## config.mk

```make
export PLATFORM = sky130hd
export DESIGN_NAME = masked_inv_prng
export DESIGN_NICKNAME = d
export VERILOG_FILES = /design/src/rtl/masked_inv_prng.sv
export SDC_FILE = /design/constraint.sdc
export NUM_CORES = 1
export LEC_CHECK = 0
export ABC_AREA = 1
export CORE_AREA = 2 2 178 180
export DETAILED_ROUTE_END_ITERATION = 7
export DIE_AREA = 0 0 180 182
export GPL_ROUTABILITY_DRIVEN = 0
export GPL_TIMING_DRIVEN = 0
export PLACE_DENSITY_LB_ADDON = 0.12
export SETUP_SLACK_MARGIN = 0.5
export SKIP_CTS_REPAIR_TIMING = 1
export SLEW_MARGIN = 20
export SYNTH_ARGS = -nofsm -noshare
export SYNTH_HDL_FRONTEND = slang
export SYNTH_SLANG_ARGS = --single-unit
```

## constraint.sdc

```tcl
create_clock -name in_clock -period 9.71 [get_ports in_clock]
set_clock_uncertainty 0.15 [all_clocks]
set_input_delay 1.942 -clock in_clock [delete_from_list [all_inputs] [get_ports in_clock]]
set_output_delay 1.942 -clock in_clock [all_outputs]
set_load 0.05 [all_outputs]
```

## src/rtl/masked_inv_prng.sv

```systemverilog
// masked_inv_prng: randomness source feeding the masked GF(2^8) inverter.
// A 128-bit LFSR is loaded from four 32-bit seed beats, runs a warm-up phase
// that discards early output, then advances OUT_WIDTH steps per enabled cycle
// and presents the low OUT_WIDTH bits as a registered word qualified by
// out_valid.
// Optional feature macro: MASKED_PRNG_HEALTH_EN (repeated-word / zero-state
// health monitor driving a sticky out_error).
module masked_inv_prng #(
  parameter int OUT_WIDTH     = 64,
  parameter int WARMUP_CYCLES = 16,
  parameter int REPEAT_LIMIT  = 4
) (
  input  logic                 in_clock,
  input  logic                 in_reset,
  input  logic [31:0]          in_seed,
  input  logic                 in_seed_valid,
  output logic                 out_seed_ready,
  input  logic                 in_reseed,
  input  logic                 in_enable,
  output logic [OUT_WIDTH-1:0] out_random,
  output logic                 out_valid,
  output logic                 out_error
);

  // Reject configurations outside the supported parameter ranges at elaboration.
  generate
    if (OUT_WIDTH < 1 || OUT_WIDTH > 128 || WARMUP_CYCLES > 255 ||
        REPEAT_LIMIT < 2 || REPEAT_LIMIT > 15) begin : g_param_check
      $error("masked_inv_prng: parameter out of range");
    end
  endgenerate

  typedef enum logic [1:0] {
    ST_SEED   = 2'd0,
    ST_WARMUP = 2'd1,
    ST_RUN    = 2'd2
  } fsm_t;

  // Last warm-up count value; unused when WARMUP_CYCLES is zero.
  localparam logic [7:0] WARM_LAST = (WARMUP_CYCLES > 0) ? 8'(WARMUP_CYCLES - 1) : 8'd0;

  fsm_t                 fsm_q, fsm_d;
  logic [127:0]         state_q, state_d;
  logic [1:0]           beat_q, beat_d;
  logic [7:0]           warm_q, warm_d;
  logic [OUT_WIDTH-1:0] random_q, random_d;
  logic                 valid_q, valid_d;
  logic [127:0]         adv;
  logic [127:0]         seed_full;

`ifdef MASKED_PRNG_HEALTH_EN
  localparam logic [3:0] REP_LAST = 4'(REPEAT_LIMIT - 1);
  logic [3:0] rep_q, rep_d, rep_next;
  logic       have_prev_q, have_prev_d;
  logic       error_q, error_d;
`endif

  // One LFSR step: shift left, feedback from taps 127, 125, 100, 98.
  function automatic logic [127:0] lfsr_step(input logic [127:0] s);
    return {s[126:0], s[127] ^ s[125] ^ s[100] ^ s[98]};
  endfunction

  // Unrolled advance: OUT_WIDTH LFSR steps applied to the current state.
  always_comb begin
    adv = state_q;
    for (int i = 0; i < OUT_WIDTH; i++) begin
      adv = lfsr_step(adv);
    end
  end

  // Seed handshake: a beat transfers on a rising edge where in_seed_valid and
  // out_seed_ready are both high; ready is high exactly while in SEED, and a
  // beat offered in the same cycle as in_reseed is dropped.
  assign out_seed_ready = (fsm_q == ST_SEED);
  assign out_random     = random_q;
  assign out_valid      = valid_q;
`ifdef MASKED_PRNG_HEALTH_EN
  assign out_error      = error_q;
`else
  assign out_error      = 1'b0;
`endif

  // Next-state and datapath decisions for SEED / WARMUP / RUN.
  always_comb begin
    fsm_d     = fsm_q;
    state_d   = state_q;
    beat_d    = beat_q;
    warm_d    = warm_q;
    random_d  = random_q;
    valid_d   = 1'b0;
    seed_full = {in_seed, state_q[95:0]};
`ifdef MASKED_PRNG_HEALTH_EN
    rep_d       = rep_q;
    rep_next    = 4'd0;
    have_prev_d = have_prev_q;
    error_d     = error_q;
`endif
    unique case (fsm_q)
      ST_SEED: begin
        random_d = '0;
`ifdef MASKED_PRNG_HEALTH_EN
        rep_d       = 4'd0;
        have_prev_d = 1'b0;
`endif
        if (in_reseed) begin
          // Restart the seed sequence; a beat offered this cycle is dropped.
          beat_d = 2'd0;
        end else if (in_seed_valid) begin
          unique case (beat_q)
            2'd0: begin
              state_d[31:0] = in_seed;
              beat_d        = 2'd1;
            end
            2'd1: begin
              state_d[63:32] = in_seed;
              beat_d         = 2'd2;
            end
            2'd2: begin
              state_d[95:64] = in_seed;
              beat_d         = 2'd3;
            end
            default: begin
              // An all-zero LFSR would lock up; nudge it to a legal state.
              if (seed_full == '0) begin
                seed_full[0] = 1'b1;
              end
              state_d = seed_full;
              beat_d  = 2'd0;
              fsm_d   = (WARMUP_CYCLES > 0) ? ST_WARMUP : ST_RUN;
`ifdef MASKED_PRNG_HEALTH_EN
              error_d = 1'b0;
`endif
            end
          endcase
        end
      end
      ST_WARMUP: begin
        random_d = '0;
`ifdef MASKED_PRNG_HEALTH_EN
        rep_d       = 4'd0;
        have_prev_d = 1'b0;
`endif
        if (in_reseed) begin
          fsm_d  = ST_SEED;
          beat_d = 2'd0;
          warm_d = 8'd0;
        end else begin
          state_d = adv;
          if (warm_q == WARM_LAST) begin
            fsm_d  = ST_RUN;
            warm_d = 8'd0;
          end else begin
            warm_d = warm_q + 8'd1;
          end
        end
      end
      ST_RUN: begin
        if (in_reseed) begin
          // Reseed wins over enable: no advance, output cleared.
          fsm_d    = ST_SEED;
          beat_d   = 2'd0;
          warm_d   = 8'd0;
          random_d = '0;
`ifdef MASKED_PRNG_HEALTH_EN
          rep_d       = 4'd0;
          have_prev_d = 1'b0;
`endif
        end else if (in_enable) begin
          state_d  = adv;
          random_d = adv[OUT_WIDTH-1:0];
          valid_d  = 1'b1;
`ifdef MASKED_PRNG_HEALTH_EN
          // Count consecutive repeats of the previously presented word.
          if (have_prev_q && (adv[OUT_WIDTH-1:0] == random_q)) begin
            rep_next = rep_q + 4'd1;
          end
          rep_d       = rep_next;
          have_prev_d = 1'b1;
          if ((rep_next == REP_LAST) || (adv == '0)) begin
            error_d     = 1'b1;
            fsm_d       = ST_SEED;
            valid_d     = 1'b0;
            random_d    = '0;
            rep_d       = 4'd0;
            have_prev_d = 1'b0;
          end
`endif
        end
      end
      default: begin
        fsm_d    = ST_SEED;
        beat_d   = 2'd0;
        warm_d   = 8'd0;
        random_d = '0;
      end
    endcase
  end

  // State register with asynchronous active-high reset.
  always_ff @(posedge in_clock or posedge in_reset) begin
    if (in_reset) begin
      fsm_q    <= ST_SEED;
      state_q  <= '0;
      beat_q   <= 2'd0;
      warm_q   <= 8'd0;
      random_q <= '0;
      valid_q  <= 1'b0;
`ifdef MASKED_PRNG_HEALTH_EN
      rep_q       <= 4'd0;
      have_prev_q <= 1'b0;
      error_q     <= 1'b0;
`endif
    end else begin
      fsm_q    <= fsm_d;
      state_q  <= state_d;
      beat_q   <= beat_d;
      warm_q   <= warm_d;
      random_q <= random_d;
      valid_q  <= valid_d;
`ifdef MASKED_PRNG_HEALTH_EN
      rep_q       <= rep_d;
      have_prev_q <= have_prev_d;
      error_q     <= error_d;
`endif
    end
  end

endmodule
```

==> impl_results.html <==
<table>
<tr><th>Metric</th><th>Value</th></tr>
<tr><th colspan="2">Finish</th></tr>
<tr><td>Final instance count without filler cells</td><td>1,804</td></tr>
<tr><td>Cell area after layout</td><td>13,000 sq um</td></tr>
<tr><td>Share of final-layout standard cells stronger than drive strength 1</td><td>approximately 7%</td></tr>
<tr><td>Total inserted antenna cells</td><td>0</td></tr>
<tr><td>Number of nets in the layout</td><td>1,430</td></tr>
<tr><td>Layout overhead on the synthesized area</td><td>22.4%</td></tr>
<tr><th colspan="2">Global routing</th></tr>
<tr><td>Via count of the first global-routing pass</td><td>9,255</td></tr>
<tr><td>Overall fraction of global-route tracks in use</td><td>23.1%</td></tr>
<tr><td>Wire length of the first global-routing pass</td><td>57,800 um</td></tr>
<tr><td>Gr ovfl total</td><td>0</td></tr>
<tr><td>Initial antenna violation count</td><td>0</td></tr>
<tr><td>Maximum number of pins on one net before global-route repair</td><td>87</td></tr>
<tr><th colspan="2">Clock network</th></tr>
<tr><td>Clock tree from TritonCTS</td><td>built</td></tr>
<tr><td>Insertion delay to the later sink of the worst-skew pair</td><td>0.53 ns</td></tr>
<tr><td>Number of buffers inserted during clock tree synthesis</td><td>25</td></tr>
<tr><td>Clock slew at reported path FFs</td><td>0.06 ns</td></tr>
<tr><td>Number of H-tree branching levels</td><td>1</td></tr>
<tr><td>Cell at the root of the clock tree</td><td>sky130_fd_sc_hd__clkbuf_16</td></tr>
<tr><td>Buffers from clock root to sink, at most</td><td>3</td></tr>
<tr><td>Number of sinks driven by the clock tree</td><td>205</td></tr>
<tr><th colspan="2">Route</th></tr>
<tr><td>Drt first-iter violations</td><td>818</td></tr>
<tr><td>Average wire per standard cell</td><td>21.1 um</td></tr>
<tr><td>Routed wire length</td><td>between 30,000 and 40,000 um</td></tr>
<tr><td>Remaining design rule violation count</td><td>0</td></tr>
<tr><td>Avg Vias per Cell</td><td>5.17</td></tr>
<tr><td>Remaining number of nets flagged by the antenna check after routing</td><td>0</td></tr>
<tr><td>Via total after detailed routing</td><td>9,324</td></tr>
<tr><td>Count of TritonRoute iterations in the first routing pass</td><td>6</td></tr>
<tr><th colspan="2">STA</th></tr>
<tr><td>Relative slew slack</td><td>33.6%</td></tr>
<tr><td>Total negative setup slack</td><td>0 ns</td></tr>
<tr><td>Maximum frequency from static timing analysis</td><td>0.227 GHz</td></tr>
<tr><td>Count of endpoints failing hold in the final timing report</td><td>0</td></tr>
<tr><td>Worst Tran Pin Value</td><td>0.996 ns</td></tr>
<tr><td>Final slew viol count</td><td>0</td></tr>
<tr><td>Period Utilization, post-route</td><td>45.4%</td></tr>
<tr><td>Unrepaired setup endpoints after global routing</td><td>no</td></tr>
<tr><td>Final min period</td><td>4.41 ns</td></tr>
<tr><td>Setup violations, final</td><td>0</td></tr>
<tr><th colspan="2">Yosys</th></tr>
<tr><td>Syn Area/Cell</td><td>between 8 and 9 sq um</td></tr>
<tr><td>Most instantiated library cell after synthesis</td><td>sky130_fd_sc_hd__nand2_1</td></tr>
<tr><td>Cell count after synthesis</td><td>1,253</td></tr>
<tr><td>Net count after synthesis</td><td>between 1,000 and 1,500</td></tr>
<tr><td>Total standard cell area after synthesis</td><td>10,600 sq um</td></tr>
<tr><td>Count of different cell masters after synthesis</td><td>36</td></tr>
<tr><td>Mux contribution to synthesized area</td><td>0%</td></tr>
<tr><td>Adder-cell share of the synthesized area</td><td>1.06%</td></tr>
<tr><td>Compound-Gate Fraction of Synth Area</td><td>11.6%</td></tr>
<tr><td>Combinational family with the most area after synthesis</td><td>simple AND/OR/NAND/NOR gates</td></tr>
<tr><td>Xor and xnor area share after synthesis</td><td>between 10% and 20%</td></tr>
<tr><td>Synth top area cells</td><td>sky130_fd_sc_hd__dfrtp_1, sky130_fd_sc_hd__nand2_1, sky130_fd_sc_hd__xnor2_1</td></tr>
<tr><td>Post-synth top flop</td><td>sky130_fd_sc_hd__dfrtp_1</td></tr>
<tr><td>Async S/R FF share, synth</td><td>100%</td></tr>
<tr><td>Yosys top cell area share</td><td>48.3%</td></tr>
<tr><td>Area share of and/or/nand/nor cells after synthesis</td><td>21.6%</td></tr>
<tr><td>Syn. warnings</td><td>0</td></tr>
<tr><td>Post-synth top area cell</td><td>sky130_fd_sc_hd__dfrtp_1</td></tr>
<tr><td>Proportion of synthesized chip area in sequential cells</td><td>between 40% and 50%</td></tr>
<tr><td>Cell types with the highest counts after synthesis</td><td>sky130_fd_sc_hd__nand2_1, sky130_fd_sc_hd__dfrtp_1, sky130_fd_sc_hd__nor2_1, sky130_fd_sc_hd__xnor2_1, sky130_fd_sc_hd__a31oi_1</td></tr>
<tr><td>Count of state elements after synthesis</td><td>205</td></tr>
<tr><td>Post-synth EDFFs</td><td>0</td></tr>
<tr><th colspan="2">Placed design</th></tr>
<tr><td>Cell area after placement</td><td>12,200 sq um</td></tr>
<tr><td>Post-DP HPWL</td><td>28,000 um</td></tr>
<tr><td>Port bufs</td><td>102</td></tr>
<tr><td>Number of instances in the placed design</td><td>around 1,800</td></tr>
<tr><th colspan="2">Run status</th></tr>
<tr><td>Result of the run</td><td>completed</td></tr>
<tr><th colspan="2">Critical path</th></tr>
<tr><td>Crit path buf inv count</td><td>2</td></tr>
<tr><td>Critical path data arrival time</td><td>2.32 ns</td></tr>
<tr><td>Worst path required time</td><td>7.62 ns</td></tr>
<tr><td>CP endpoint kind</td><td>output pin</td></tr>
<tr><td>Crit-path cells</td><td>inv_1 &gt; ha_1 &gt; clkdlybuf4s50_1</td></tr>
<tr><td>Kind of cell adding the most delay to the critical path</td><td>buffers and inverters</td></tr>
<tr><td>CP max stage cell</td><td>sky130_fd_sc_hd__clkdlybuf4s50_1</td></tr>
<tr><td>Element type at the critical path start</td><td>flop</td></tr>
<tr><td>CP max stage delay</td><td>0.88 ns</td></tr>
<tr><td>Critical Setup Path Class</td><td>flop to output pin</td></tr>
<tr><td>CP max FO</td><td>8</td></tr>
<tr><th colspan="2">Run</th></tr>
<tr><td>Count of maximum capacitance violations</td><td>0</td></tr>
<tr><th colspan="2">Die</th></tr>
<tr><td>Starting density of the core</td><td>34.3%</td></tr>
<tr><td>Die Y</td><td>182 um</td></tr>
<tr><td>Core area</td><td>31,000 sq um</td></tr>
<tr><td>Floorplan die area</td><td>32,800 sq um</td></tr>
<tr><td>Placement row count</td><td>65</td></tr>
<tr><td>Overall die width</td><td>180 um</td></tr>
<tr><td>Io pins</td><td>about 100</td></tr>
<tr><th colspan="2">Hold path</th></tr>
<tr><td>Tightest Hold Check Type</td><td>flop to flop</td></tr>
</table>
-- worst min-delay path, delay by kind of cell, from the launching register on --
family,cells,cell delay (ns)
flops,1,0.36
simple gates,2,0.12
-- layout by cell type, fill, tap and decap left out, types with 5 or more instances in the layout --
| master | count |
|---|---|
| sky130_fd_sc_hd__nand2_1 | 281 |
| sky130_fd_sc_hd__dfrtp_1 | 205 |
| sky130_fd_sc_hd__nor2_1 | 186 |
| sky130_fd_sc_hd__xnor2_1 | 103 |
| sky130_fd_sc_hd__clkdlybuf4s50_1 | 102 |
| sky130_fd_sc_hd__a31oi_1 | 88 |
| sky130_fd_sc_hd__o21ai_0 | 73 |
| sky130_fd_sc_hd__nand3_1 | 72 |
| sky130_fd_sc_hd__xor2_1 | 53 |
| sky130_fd_sc_hd__clkbuf_1 | 40 |
| sky130_fd_sc_hd__inv_1 | 33 |
| sky130_fd_sc_hd__o22ai_1 | 28 |
| sky130_fd_sc_hd__clkbuf_16 | 25 |
| sky130_fd_sc_hd__buf_2 | 18 |
| sky130_fd_sc_hd__a21oi_1 | 16 |
| sky130_fd_sc_hd__or2_2 | 12 |
| sky130_fd_sc_hd__ha_1 | 9 |
| sky130_fd_sc_hd__buf_4 | 7 |
| sky130_fd_sc_hd__buf_6 | 6 |
| sky130_fd_sc_hd__clkinv_2 | 5 |
| sky130_fd_sc_hd__clkbuf_8 | 5 |
-- kinds of logic after synthesis --
group | count (synthesis)
AO/OA/AOI/OAI | 213
XOR/XNOR | 156
adder cells (fa/ha/maj) | 9
buffers and inverters | 104
flip-flops | 205
other | 1
AND/OR/NAND/NOR | 565
-- per-stage QoR --
stage          setup WS (ns)  hold WS (ns)  utilization, %
2_1_floorplan           2.02         0.321               -
3_3_place_gp           -1.43         0.342            39.2
3_5_place_dp            5.45         0.339            39.4
4_1_cts                 5.28         0.356            42.0
5_1_grt                 5.18         0.385            42.0
6_report                5.30         0.358            42.0
-- registers in the layout, summed over array words and instances (netlist names) --
signal      flops
beat_q          2
fsm_q           2
out_valid       1
warm_q          8
out_random     64
state_q       128
-- layout make-up --
cell class	instances	area, sq um
Tap cell	402	503
Clock inverter	7	63.8
Clock buffer	38	724
Inverter	38	150
Sequential cell	205	5130
Multi-Input combinational cell	944	5020
Fill cell	3178	18000
Buffer	66	343
Timing Repair Buffer	104	1080
-- path summary, 6_finish.rpt --
kind                                  endpoint  depth (start not counted)       start  slack [ns]
max in group asynchronous       out_random[17]                          4    in_reset        6.63
worst max-delay path            out_seed_ready                          3    fsm_q[0]        5.30
min in group asynchronous            out_valid                          2    in_reset        1.63
worst max register to register      state_q[3]                          8    fsm_q[0]        6.81
worst min register to register      state_q[8]                          2  state_q[8]        0.36
worst min-delay path                state_q[8]                          2  state_q[8]        0.36
-- metal layers --
layer | vias to the layer above | routed length [um] | GRT usage, % | share of wire (%)
li1 | 4410 | - | - | -
met1 | 4561 | 17500 | 33.2 | 46
met2 | 308 | 17500 | 37.3 | 46
met3 | 45 | 2350 | 2.87 | 6.2
met4 | 0 | 699 | 4.98 | 1.8
met5 | - | 0 | 0 | 0
Power is left out: the tool's default activity adds up to more than one toggle a clock period on the data nets, which glitch-free logic cannot reach.
